**src/rtl/video_frame_stats.sv**
```systemverilog
// Inline AXI4-Stream register slice that also measures each passing frame:
// width, height, component-0 sum/min/max and a ragged-line error flag.
module video_frame_stats #(
   parameter  int PX_WIDTH    = 10,
   parameter  int TDATA_WIDTH = 32,
   parameter  int CNT_WIDTH   = 12,
   localparam int SUM_WIDTH   = PX_WIDTH + 2*CNT_WIDTH
) (
   input  logic                   clk_i,
   input  logic                   rst_n_i,
   input  logic [TDATA_WIDTH-1:0] video_i_tdata,
   input  logic                   video_i_tvalid,
   input  logic                   video_i_tlast,
   input  logic                   video_i_tuser,
   output logic                   video_i_tready,
   output logic [TDATA_WIDTH-1:0] video_o_tdata,
   output logic                   video_o_tvalid,
   output logic                   video_o_tlast,
   output logic                   video_o_tuser,
   input  logic                   video_o_tready,
   output logic                   stats_valid_o,
   output logic [CNT_WIDTH-1:0]   frame_width_o,
   output logic [CNT_WIDTH-1:0]   frame_height_o,
   output logic [SUM_WIDTH-1:0]   px_sum_o,
   output logic [PX_WIDTH-1:0]    px_min_o,
   output logic [PX_WIDTH-1:0]    px_max_o,
   output logic                   frame_err_o,
   output logic [15:0]            frame_cnt_o
);

   typedef enum logic {WAIT_SOF, IN_FRAME} state_t;

   state_t                 state_q;
   logic [TDATA_WIDTH-1:0] data_q;
   logic                   vld_q, last_q, user_q;
   logic [CNT_WIDTH-1:0]   px_cnt_q, line_cnt_q, width_ref_q;
   logic [SUM_WIDTH-1:0]   sum_q;
   logic [PX_WIDTH-1:0]    min_q, max_q;
   logic                   err_q;

   logic                   stats_vld_q, frame_err_q;
   logic [CNT_WIDTH-1:0]   frame_width_q, frame_height_q;
   logic [SUM_WIDTH-1:0]   px_sum_q;
   logic [PX_WIDTH-1:0]    px_min_q, px_max_q;
   logic [15:0]            frame_cnt_q;

   logic                   beat;
   logic [PX_WIDTH-1:0]    px;
   logic                   px_sat, line_sat;
   logic [CNT_WIDTH-1:0]   px_inc_d, line_inc_d;
   logic [SUM_WIDTH:0]     sum_ext;
   logic [SUM_WIDTH-1:0]   sum_d;

   assign video_i_tready = !vld_q || video_o_tready;
   assign beat           = video_i_tvalid && video_i_tready;
   assign px             = video_i_tdata[PX_WIDTH-1:0];

   // Counters and the accumulator stick at all-ones instead of wrapping.
   always_comb begin
      px_sat     = &px_cnt_q;
      line_sat   = &line_cnt_q;
      px_inc_d   = px_sat   ? px_cnt_q   : px_cnt_q + 1'b1;
      line_inc_d = line_sat ? line_cnt_q : line_cnt_q + 1'b1;
      sum_ext    = {1'b0, sum_q} + {{(SUM_WIDTH+1-PX_WIDTH){1'b0}}, px};
      sum_d      = sum_ext[SUM_WIDTH] ? {SUM_WIDTH{1'b1}} : sum_ext[SUM_WIDTH-1:0];
   end

   always_ff @(posedge clk_i) begin
      if (!rst_n_i) begin
         state_q        <= WAIT_SOF;
         data_q         <= '0;
         vld_q          <= 1'b0;
         last_q         <= 1'b0;
         user_q         <= 1'b0;
         px_cnt_q       <= '0;
         line_cnt_q     <= '0;
         width_ref_q    <= '0;
         sum_q          <= '0;
         min_q          <= '0;
         max_q          <= '0;
         err_q          <= 1'b0;
         stats_vld_q    <= 1'b0;
         frame_err_q    <= 1'b0;
         frame_width_q  <= '0;
         frame_height_q <= '0;
         px_sum_q       <= '0;
         px_min_q       <= '0;
         px_max_q       <= '0;
         frame_cnt_q    <= '0;
      end else begin
         stats_vld_q <= 1'b0;
         if (video_i_tready) begin
            vld_q <= video_i_tvalid;
            if (video_i_tvalid) begin
               data_q <= video_i_tdata;
               last_q <= video_i_tlast;
               user_q <= video_i_tuser;
            end
         end

         if (beat) begin
            if (video_i_tuser) begin
               if (state_q == IN_FRAME && line_cnt_q != '0) begin
                  frame_width_q  <= width_ref_q;
                  frame_height_q <= line_cnt_q;
                  px_sum_q       <= sum_q;
                  px_min_q       <= min_q;
                  px_max_q       <= max_q;
                  frame_err_q    <= err_q || (px_cnt_q != '0);
                  stats_vld_q    <= 1'b1;
                  frame_cnt_q    <= frame_cnt_q + 16'd1;
               end
               // SOF with tlast is a complete one-pixel first line.
               state_q     <= IN_FRAME;
               px_cnt_q    <= video_i_tlast ? CNT_WIDTH'(0) : CNT_WIDTH'(1);
               line_cnt_q  <= video_i_tlast ? CNT_WIDTH'(1) : CNT_WIDTH'(0);
               width_ref_q <= video_i_tlast ? CNT_WIDTH'(1) : CNT_WIDTH'(0);
               sum_q       <= {{(SUM_WIDTH-PX_WIDTH){1'b0}}, px};
               min_q       <= px;
               max_q       <= px;
               err_q       <= 1'b0;
            end else if (state_q == IN_FRAME) begin
               sum_q <= sum_d;
               if (px < min_q) min_q <= px;
               if (px > max_q) max_q <= px;
               if (px_sat) err_q <= 1'b1;
               if (video_i_tlast) begin
                  px_cnt_q   <= '0;
                  line_cnt_q <= line_inc_d;
                  if (line_sat) err_q <= 1'b1;
                  if (width_ref_q == '0)
                     width_ref_q <= px_inc_d;
                  else if (width_ref_q != px_inc_d)
                     err_q <= 1'b1;
               end else begin
                  px_cnt_q <= px_inc_d;
               end
            end
         end
      end
   end

   assign video_o_tdata  = data_q;
   assign video_o_tvalid = vld_q;
   assign video_o_tlast  = last_q;
   assign video_o_tuser  = user_q;
   assign stats_valid_o  = stats_vld_q;
   assign frame_width_o  = frame_width_q;
   assign frame_height_o = frame_height_q;
   assign px_sum_o       = px_sum_q;
   assign px_min_o       = px_min_q;
   assign px_max_o       = px_max_q;
   assign frame_err_o    = frame_err_q;
   assign frame_cnt_o    = frame_cnt_q;

endmodule

```
**config.mk**
```make
export PLATFORM = sky130hd
export DESIGN_NAME = video_frame_stats
export DESIGN_NICKNAME = d
export VERILOG_FILES = /design/src/rtl/video_frame_stats.sv
export SDC_FILE = /design/constraint.sdc
export NUM_CORES = 1
export LEC_CHECK = 0
export CAP_MARGIN = 20
export CORE_MARGIN = 4
export CORE_UTILIZATION = 49
export CTS_CLUSTER_SIZE = 25
export DETAILED_ROUTE_END_ITERATION = 8
export PLACE_DENSITY = 0.77
export SETUP_SLACK_MARGIN = 0.1
export SYNTH_ARGS = -nofsm -noshare
export SYNTH_HDL_FRONTEND = slang
export SYNTH_SLANG_ARGS = --single-unit
```
**constraint.sdc**
```tcl
create_clock -name clk_i -period 2.53 [get_ports clk_i]
set_input_delay 0.3795 -clock clk_i [delete_from_list [all_inputs] [get_ports clk_i]]
set_output_delay 0.3795 -clock clk_i [all_outputs]
set_load 0.01 [all_outputs]
```
# Yosys cells after proc, flatten, opt, wreduce, memory -nomap -nowiden
# Cells that the tools add are included.
dict set report word_totals {
  register_bits 223
  output_inout_bits 132
}
dict set report classes {
  addsub 4
  magnitude_cmp 2
  eq_ne 2
  muxes 31
  reduce_logical 24
}
# cell n
set ops {}
lappend ops {{12-bit two-way mux} 12}
lappend ops {{34-bit two-way mux} 3}
lappend ops {{10-bit two-way mux} 6}
lappend ops {{34-bit by 10-bit adder with 35-bit output} 1}
lappend ops {{12-bit by 1-bit adder with 12-bit output (second input constant)} 2}
lappend ops {{12-bit AND reduction} 2}
lappend ops {{12-bit nonzero test} 2}
lappend ops {{16-bit by 1-bit adder with 16-bit output (second input constant)} 1}
lappend ops {{12-bit logical NOT} 1}
lappend ops {{12-bit != test} 1}
lappend ops {{3-bit AND reduction} 4}
lappend ops {{10-bit greater-than comparator} 1}
lappend ops {{10-bit < comparator} 1}
lappend ops {{1-bit two-way mux} 10}
lappend ops {{2-bit nonzero test} 5}
lappend ops {{4-bit AND reduction} 2}
lappend ops {{2-bit AND reduction} 3}
lappend ops {{1-bit logical AND} 2}
lappend ops {{1-bit logical OR} 2}
lappend ops {{2-bit != test (second input constant)} 1}
lappend ops {{1-bit logical NOT} 1}

# Longest topological paths before layout
# Gate-level depths: netlist (run 1).
dict set report depth {
  depth_word 8
  mapped_depth 11
  ltp_nobuf 10
}

# Least setup slack after synthesis (run 1)
# OpenSTA, ideal clock, no wires.
dict set report synth_path {
  path_type {input-to-reg}
  start {input port video_i_tdata[0]}
  end {register sum_q[5]}
  setup_ns 0.095
  arrival_ns 2.316
  t_required_ns 2.435
  setup_slack_ns 0.118
  path_stages 11
  path_cell_list {ha_1 > inv_1 > fa_1 > nor2b_1 > o21a_1 > o21ai_0 > a211oi_2 > o211ai_1 > and2_1 > buf_2 > a221oi_1}
}
dict set report synth_via {
  elab_chain_cells 4
}
# element line
set synth_rtl {}
lappend synth_rtl {{start, declared} 11} ;# input logic [TDATA_WIDTH-1:0] video_i_tdata,
lappend synth_rtl {{34-bit by 10-bit adder with 35-bit output} 64} ;# sum_ext = {1'b0, sum_q} + {{(SUM_WIDTH+1-PX_WIDTH){1'b0}}, px};
lappend synth_rtl {{34-bit two-way mux} 65} ;# sum_d = sum_ext[SUM_WIDTH] ? {SUM_WIDTH{1'b1}} : sum_ext[SUM_WIDTH-1:0];
lappend synth_rtl {{34-bit two-way mux} 122} ;# end else if (state_q == IN_FRAME) begin
lappend synth_rtl {{34-bit two-way mux} 102} ;# if (video_i_tuser) begin
lappend synth_rtl {{end signal, assigned} 118} ;# sum_q <= {{(SUM_WIDTH-PX_WIDTH){1'b0}}, px};
lappend synth_rtl {{end signal, assigned} 123} ;# sum_q <= sum_d;
lappend synth_rtl {{end, declared} 37} ;# logic [SUM_WIDTH-1:0] sum_q;
# No other way between the ends. The select of a mux whose other input is x is not followed.
# A chain may end at the register's enable or synchronous reset.

# Final worst setup path (run 1)
dict set report layout_path {
  start {register sum_q[0]}
  end {register sum_q[30]}
}
dict set report layout_via {
  elab_chain_cells 4
}
# element line
set layout_rtl {}
lappend layout_rtl {{34-bit by 10-bit adder with 35-bit output} 64}
lappend layout_rtl {{34-bit two-way mux} 65}
lappend layout_rtl {{34-bit two-way mux} 122}
lappend layout_rtl {{34-bit two-way mux} 102}
# No other way between the ends. The select of a mux whose other input is x is not followed.

==> impl_results.md, run 1 <==
* Number of H-tree levels at 1
* Outcome: complete, no violations
* Grt ovf at 0
* Avg Cell Area, Syn at around 7.9 µm²
* Vias in the first global route at 9896
* Synth Net Count at 1396
* PwrDens at 585.1 nW/µm²
* Wirelength per Cell at between 15 and 20 µm
* Root buf cell: clkbuf_16
* Cell Chain, Critical Path: ha_4 > inv_2 > fa_2 > nor2b_1 > o21a_1 > o21ai_2 > a211oi_2 > buf_4 > o21ai_4 > or4_1 > a21oi_1
* Final ANT Viol Nets at 0
* Post-synth EDFFs at 0
* Critical Path Fanout Max at 3
* Critical Path Start Type: flip-flop
* Vias per cell at roughly 5.6
* Design area at 13850 µm²
* Core Box Area at 20960 µm²
* NetSw at roughly 0.0020 W
* DRC violations left at 0
* Synthesized area at 10410 µm²
* CTS tree: yes
* Placement row count at 53
* Netlist cell types at 70
* Post-Syn Instances at about 1300
* CP Capture Type: flip-flop
* Max frequency at ~400 MHz
* Clock Skew at 0.01627 ns
* Boundary pin count at 170
* Hold Crit Class: in -> reg
* Critical Path RT at 2.97 ns
* Period Utilization, post-route at between 90% and 100%
* Worst-case clock buffer depth at 3
* Sw Ratio at about a quarter
* Critical path's top delay family: compound AO/OA/AOI/OAI gates
* WL final at roughly 30 mm
* Initial DRC count at just over 700
* Comb power frac at a little over a tenth
* Final setup fails at 0
* Die footprint at ~24000 µm²
* Final Util at about two thirds
* FFs w/ async S/R, synth at 0%
* Synth warnings at 0
* GRT Total Usage at between 20% and 30%
* Largest stage delay, worst path at approximately 0.52 ns
* Most frequent cells in the layout: 289 x nand2_1, 220 x dfxtp_1, 184 x a21oi_1, 167 x clkdlybuf4s50_1, 97 x nor2_1
* RSZ-0062 raised after global routing: true
* Max IR drop VDD at roughly 600 µV
* Slowest CP cell: or4_1
* Worst skew pair latency at 0.52 ns
* CTS sink count at 223
* Number of synthesized register bits at 223
* Max Cap Viol at 0
* Area Overhead vs Synth at 33.11%
* Antenna violations before repair at 0
* Top_reg_cell synth: dfxtp_1
* Final hold vios at 0
* CTS Buf Count at 25
* Critical Path AT at just under 3 ns
* Vias at about 10000
* Die height at between 150 and 200 µm
* Antenna cells at 0
* Slew Limit Fails at 0
* Reg clk slew, reported paths at about 0.060 ns
* Crit Path Category: reg -> reg
* Internal power at 0.006117 W
* First-pass GRT wire length at roughly 49 mm
* Port bufs at about 170
* Share of post-route cells with drive strength above 1 at between 10% and 20%
* Sequential fraction of design power at between 40% and 50%
* Worst rel slew slack at between 30% and 40%
* Initial Utilization at between 40% and 50%
* Cts hold-fix bufs at 0
* Die W at between 150 and 200 µm
* Leakage at ~5.0 nW
* Hpwl dp at 20.74 mm
* Final min period at between 2 and 2.5 ns
* Most common cell after layout, fill and taps aside: nand2_1
* NumNets Final at ~1600
* Slew at the pin with the worst max-slew slack at ~0.99 ns
* Reg2reg setup slack at between 0.06 and 0.07 ns
* Cell Area, Placed at about 13000 µm²
* Drt pass-1 iters at 5
* Pin count of the biggest net entering global routing at 103
* Fillers at around 1800
* Sequential area share after synthesis at 42.90%
* Clock power frac at between 40 and 50%
* Gp weighted congestion at just over 0.9
* Crit path buffers/inverters at 2
==> layer usage <==
| metal | up-vias | track usage (%) | share of wire (%) |
|---|---|---|---|
| li1 | 5033 | - | - |
| met1 | 4801 | 31.85 | 44 |
| met2 | 305 | 42.13 | 48 |
| met3 | 72 | 3.349 | 4.8 |
| met4 | 0 | 7.906 | 3.1 |
| met5 | - | 0 | 0 |
==> cells in the mapped netlist (11+ instances only) <==
master,count,share of area [%]
nand2_1,289,10
dfxtp_1,223,43
a21oi_1,186,8.9
nor2_1,97,3.5
clkbuf_1,62,2.2
o21ai_0,59,2.8
inv_1,39,1.4
nand3_1,37,1.8
ha_1,34,4.1
xor2_1,23,1.9
and3_1,16,0.96
nor3_1,16,0.77
nor4_1,14,0.84
xnor2_1,14,1.2
a21o_1,13,0.94
a31oi_1,13,0.78
nand4_1,13,0.78
mux2i_1,12,1.2
or3_1,12,0.72
buf_2,11,0.53
==> layout make-up <==
cell class                 instances  area, µm²  share of cell area (%)
sequential                       223       4468                   32.26
multi-input combinational        978       5528                   39.91
timing repair buffer             271       2541                   18.35
inverter                          39      151.4                   1.093
tap                              275      344.1                   2.484
clock inverter                    10      86.33                  0.6233
clock buffer                      35      733.2                   5.293
==> metrics by stage <==
| step | hold slack (ns) | cells | total power, W | TNS [ns] | worst slack [ns] |
|---|---|---|---|---|---|
| 2_1_floorplan | 0.4402 | 1323 | 0.004167 | 0 | 0.1184 |
| 3_3_place_gp | 0.4415 | 1784 | 0.004550 | -16.90 | -0.4668 |
| 3_5_place_dp | 0.4457 | 1784 | 0.004570 | -18.94 | -0.4827 |
| 4_1_cts | 0.3967 | 1829 | 0.008145 | 0 | 0.1003 |
| 5_1_grt | 0.3562 | 1831 | 0.008434 | -0.02219 | -0.02219 |
| 6_report | 0.3391 | 1831 | 0.008105 | 0 | 0.06070 |
==> final timing paths <==
kind                                  start                   endpoint  depth (start not counted)
hold reg to reg   px_sum_o[20]$_SDFFE_PN0P_  px_sum_o[20]$_SDFFE_PN0P_                          2
hold / removal             video_i_tdata[0]      sum_q[0]$_SDFFE_PN0P_                          4
setup / recovery      sum_q[0]$_SDFFE_PN0P_     sum_q[30]$_SDFFE_PN0P_                         11
setup reg to reg      sum_q[0]$_SDFFE_PN0P_     sum_q[30]$_SDFFE_PN0P_                         11
==> power groups by stage <==
stage                     Clock [W]  Sequential, W  Combinational (W)
final                       0.00358        0.00365           0.000885
after global placement            0        0.00372           0.000834
after detailed placement          0        0.00372           0.000852
after global routing        0.00381        0.00365           0.000969
after CTS                   0.00364        0.00364           0.000862
after floorplan                   0        0.00372           0.000446
==> worst register-to-register path: stages (launching register included) <==
cell	delay, ns
dfxtp_2	0.35
ha_4	0.13
inv_2	0.04
fa_2	0.36
nor2b_1	0.13
o21a_1	0.17
o21ai_2	0.08
a211oi_2	0.24
buf_4	0.18
o21ai_4	0.05
or4_1	0.52
a21oi_1	0.15
==> cell families after synthesis <==
logic type | Yosys count | share of synthesized area, %
mux | 12 | 1.154
buf+inv | 122 | 5.002
xor+xnor | 37 | 3.114
simple gates | 543 | 23.58
compound gates | 351 | 19.97
flops | 223 | 42.90
fa+ha+maj | 35 | 4.280
==> registers in the layout (all words and copies together), names as in the netlist, 10 cells and up <==
name and count:
width_ref_q 12, px_max_o 10, line_cnt_q 12, px_min_o 10, px_sum_o 34, frame_width_o 12
frame_height_o 12, max_q 10, min_q 10, px_cnt_q 12, video_o_tdata 32, frame_cnt_o 16
sum_q 34
==> repair_timing <==
action                                  4_1_cts  5_1_grt
resized for setup                             4       27
pin swaps                                     1        9
endpoints found under the setup margin        6       31
buffers inserted                              0        1
cloned                                        0        1
Note: power is estimated with default switching activity, not from simulation.
==> run 2, diff against run 1 <==
- RECOVER_POWER: not set -> 100
- REMOVE_ABC_BUFFERS: not set -> 1
- SLEW_MARGIN: not set -> 15
==> impl_results.md, run 2 (synthesis results as in run 1) <==
* Worst-case clock buffer depth at 3 (unchanged)
* Cell Chain, Critical Path: ha_4 > inv_2 > fa_2 > nor2b_1 > o21a_1 > o21ai_2 > a211oi_2 > o211ai_1 > and2_4 > a221oi_2 (was ha_4 > inv_2 > fa_2 > nor2b_1 > o21a_1 > o21ai_2 > a211oi_2 > buf_4 > o21ai_4 > or4_1 > a21oi_1)
* DRC violations left at 0 (unchanged)
* Register area at 4469 µm² (was 4468 µm²)
* PwrDens at 571.4 nW/µm² (was 585.1 nW/µm²)
* Die W at 153.7 µm (unchanged)
* TNS Setup at -0.1395 ns (was 0 ns)
* Final Util at 66.08% (was 66.10%)
* Hpwl dp at 20.50 mm (was 20.74 mm)
* Hold Crit Class: in -> reg (unchanged)
* Max Cap Viol at 0 (unchanged)
* Crit Path Category: reg -> reg (unchanged)
* WL final at 30.03 mm (was 30.01 mm)
* Final setup fails at 8 (was 0)
* Most frequent cells in the layout: 290 x nand2_1, 219 x dfxtp_1, 179 x a21oi_1, 133 x dlygate4sd3_1, 97 x nor2_1 (was 289 x nand2_1, 220 x dfxtp_1, 184 x a21oi_1, 167 x clkdlybuf4s50_1, 97 x nor2_1)
* Initial DRC count at 739 (was 706)
* Worst R2R Start: sum_q[0]$_SDFFE_PN0P_ (unchanged)
* Reg2reg end: sum_q[7]$_SDFFE_PN0P_ (was sum_q[30]$_SDFFE_PN0P_)
* Pre-CTS WS at -0.5541 ns (was -0.4827 ns)
* Area Overhead vs Synth at 33.06% (was 33.11%)
* RSZ-0062 raised after global routing: true (unchanged)
* Share of post-route cells with drive strength above 1 at 11.93% (was 11.70%)
* Vias in the first global route at 9406 (was 9896)
* Die footprint at 23630 µm² (unchanged)
* Critical Path RT at 2.93 ns (was 2.97 ns)
* Outcome: finished, violations left (was complete, no violations)
* Vias per cell at 5.606 (was 5.577)
* Grt ovf at 0 (unchanged)
* Worst rel slew slack at 5.628% (was 34.07%)
* Critical Path AT at 2.98 ns (was 2.91 ns)
* Reg2reg setup slack at -0.05 ns (was 0.06 ns)
* CP Capture Type: flip-flop (unchanged)
* Slew Limit Fails at 0 (unchanged)
* Max IR drop VDD at 439.8 µV (was 604.4 µV)
* Boundary pin count at 170 (unchanged)
* Worst setup margin at -0.05353 ns (was 0.06070 ns)
* Multi-input gate area at 5578 µm² (was 5528 µm²)
* Final hold vios at 0 (unchanged)
* Clock Skew at 0.02005 ns (was 0.01627 ns)
* Placement row count at 53 (unchanged)
* CTS sink count at 223 (unchanged)
* Antenna cells at 0 (unchanged)
* Final min period at 2.584 ns (was 2.469 ns)
* Largest stage delay, worst path at 0.37 ns (was 0.52 ns)
* Initial Utilization at 49.66% (unchanged)
* Leakage at 5.473 nW (was 5.046 nW)
* Number of H-tree levels at 1 (unchanged)
* NumNets Final at 1614 (was 1611)
* Critical Path Start Type: flip-flop (unchanged)
* Gp weighted congestion at 0.9750 (was 0.9141)
* Failing checks: negative setup slack
* Hold Crit Start: video_i_tdata[1] (was video_i_tdata[0])
* CTS Buf Count at 24 (was 25)
* Most common cell after layout, fill and taps aside: nand2_1 (unchanged)
* Vias at 10280 (was 10210)
* Period Utilization, post-route at 102.1% (was 97.60%)
* Slowest CP cell: a211oi_2 (was or4_1)
* First-pass GRT wire length at 47.69 mm (was 49.32 mm)
* Hold EP: video_o_tdata[1]$_SDFFE_PN0P_ (was sum_q[0]$_SDFFE_PN0P_)
* Critical Path Fanout Max at 6 (was 3)
* Wirelength per Cell at 16.37 µm (was 16.39 µm)
* GRT Total Usage at 23.69% (was 24.47%)
* Root buf cell: clkbuf_16 (unchanged)
* Final ANT Viol Nets at 0 (unchanged)
* Core Box Area at 20960 µm² (unchanged)
* Pin count of the biggest net entering global routing at 127 (was 103)
* Hold depth at 4 (unchanged)
* Die height at 153.7 µm (unchanged)
* Reg clk slew, reported paths at 0.06 ns (about the same)
* CTS tree: yes (unchanged)
* Slew at the pin with the worst max-slew slack at 1.416 ns (was 0.9854 ns)
* Fillers at 1818 (was 1813)
* Number of cells on the worst reg-to-reg path at 10 (was 11)
* Drt pass-1 iters at 5 (unchanged)
* Antenna violations before repair at 0 (unchanged)
* Max frequency at 387.1 MHz (was 405.0 MHz)
* Worst skew pair latency at 0.53 ns (was 0.52 ns)
* Port bufs at 169 (unchanged)
* Worst Hold Slack at 0.3215 ns (was 0.3391 ns)
run 2: changes by cell type in the layout (fill, tap and decap cells not counted), moves of 9 or more:
cell,before,now
o21ai_0,56,47
clkbuf_1,3,12
dlygate4sd3_1,0,133
clkdlybuf4s50_1,167,32
run 2: final cells by class:
| cell class | instances | share of cell area, % |
|---|---|---|
| Clock inverter | 9 | 0.6054 |
| Clock buffer | 35 | 4.852 |
| Sequential cell | 223 | 32.28 |
| Inverter | 39 | 1.066 |
| Multi-Input combinational cell | 979 | 40.28 |
| Tap cell | 275 | 2.485 |
| Timing Repair Buffer | 274 | 18.43 |
run 2: what timing repair did:
item,4_1_cts,5_1_grt
hold buffers,0,0
setup endpoints to repair,28,32
buffers inserted,0,4
pin swaps,0,20
cloned,0,4
hold endpoints to repair,0,0
resized for setup,3,57
run 2: worst max-delay path, delay by kind of cell, from the launching register on:
family,cells,cell delay [ns]
AO/OA/AOI/OAI,5,1.17
adder cells (fa/ha/maj),2,0.48
buffers and inverters,1,0.04
flip-flops,1,0.36
AND/OR/NAND/NOR,2,0.41
run 2: where the power goes:
part | total [W] | internal (W) | switching (W)
clock network | 0.00337 | 0.00195 | 0.00142
logic | 0.000901 | 0.000401 | 0.000500
registers | 0.00364 | 0.00359 | 0.0000551
total | 0.00791 | 0.00594 | 0.00197
run 2: routing by layer:
layer | track usage (%) | wire length, µm | vias to the layer above
met4 | 6.854 | 949 | 0
met3 | 3.574 | 1705 | 78
met2 | 39.36 | 14140 | 355
li1 | - | - | 5059
met1 | 32.15 | 13240 | 4789
met5 | 0 | 0 | -
run 2: per-stage QoR:
stage                     std cells  total power (W)  cell area, µm²
after floorplan                1240         0.004139           10030
after global placement         1782         0.004554           12910
after detailed placement       1782         0.004576           12910
after CTS                      1826         0.007933           13680
after global routing           1834         0.008216           13850
final                          1834         0.007912           13850
run 2: worst max path at each step:
stage | slack [ns] | endpoint | from | depth (start not counted)
6_report | -0.05 | sum_q[7]$_SDFFE_PN0P_ | sum_q[0]$_SDFFE_PN0P_ | 10
5_1_grt | -0.15 | sum_q[7]$_SDFFE_PN0P_ | sum_q[0]$_SDFFE_PN0P_ | 10
4_1_cts | 0.11 | sum_q[26]$_SDFFE_PN0P_ | sum_q[0]$_SDFFE_PN0P_ | 11
3_5_place_dp | -0.55 | sum_q[26]$_SDFFE_PN0P_ | video_i_tdata[0] | 12
3_3_place_gp | -0.48 | sum_q[28]$_SDFFE_PN0P_ | video_i_tdata[0] | 12
2_1_floorplan | -1.72 | sum_q[13]$_SDFFE_PN0P_ | rst_n_i | 4
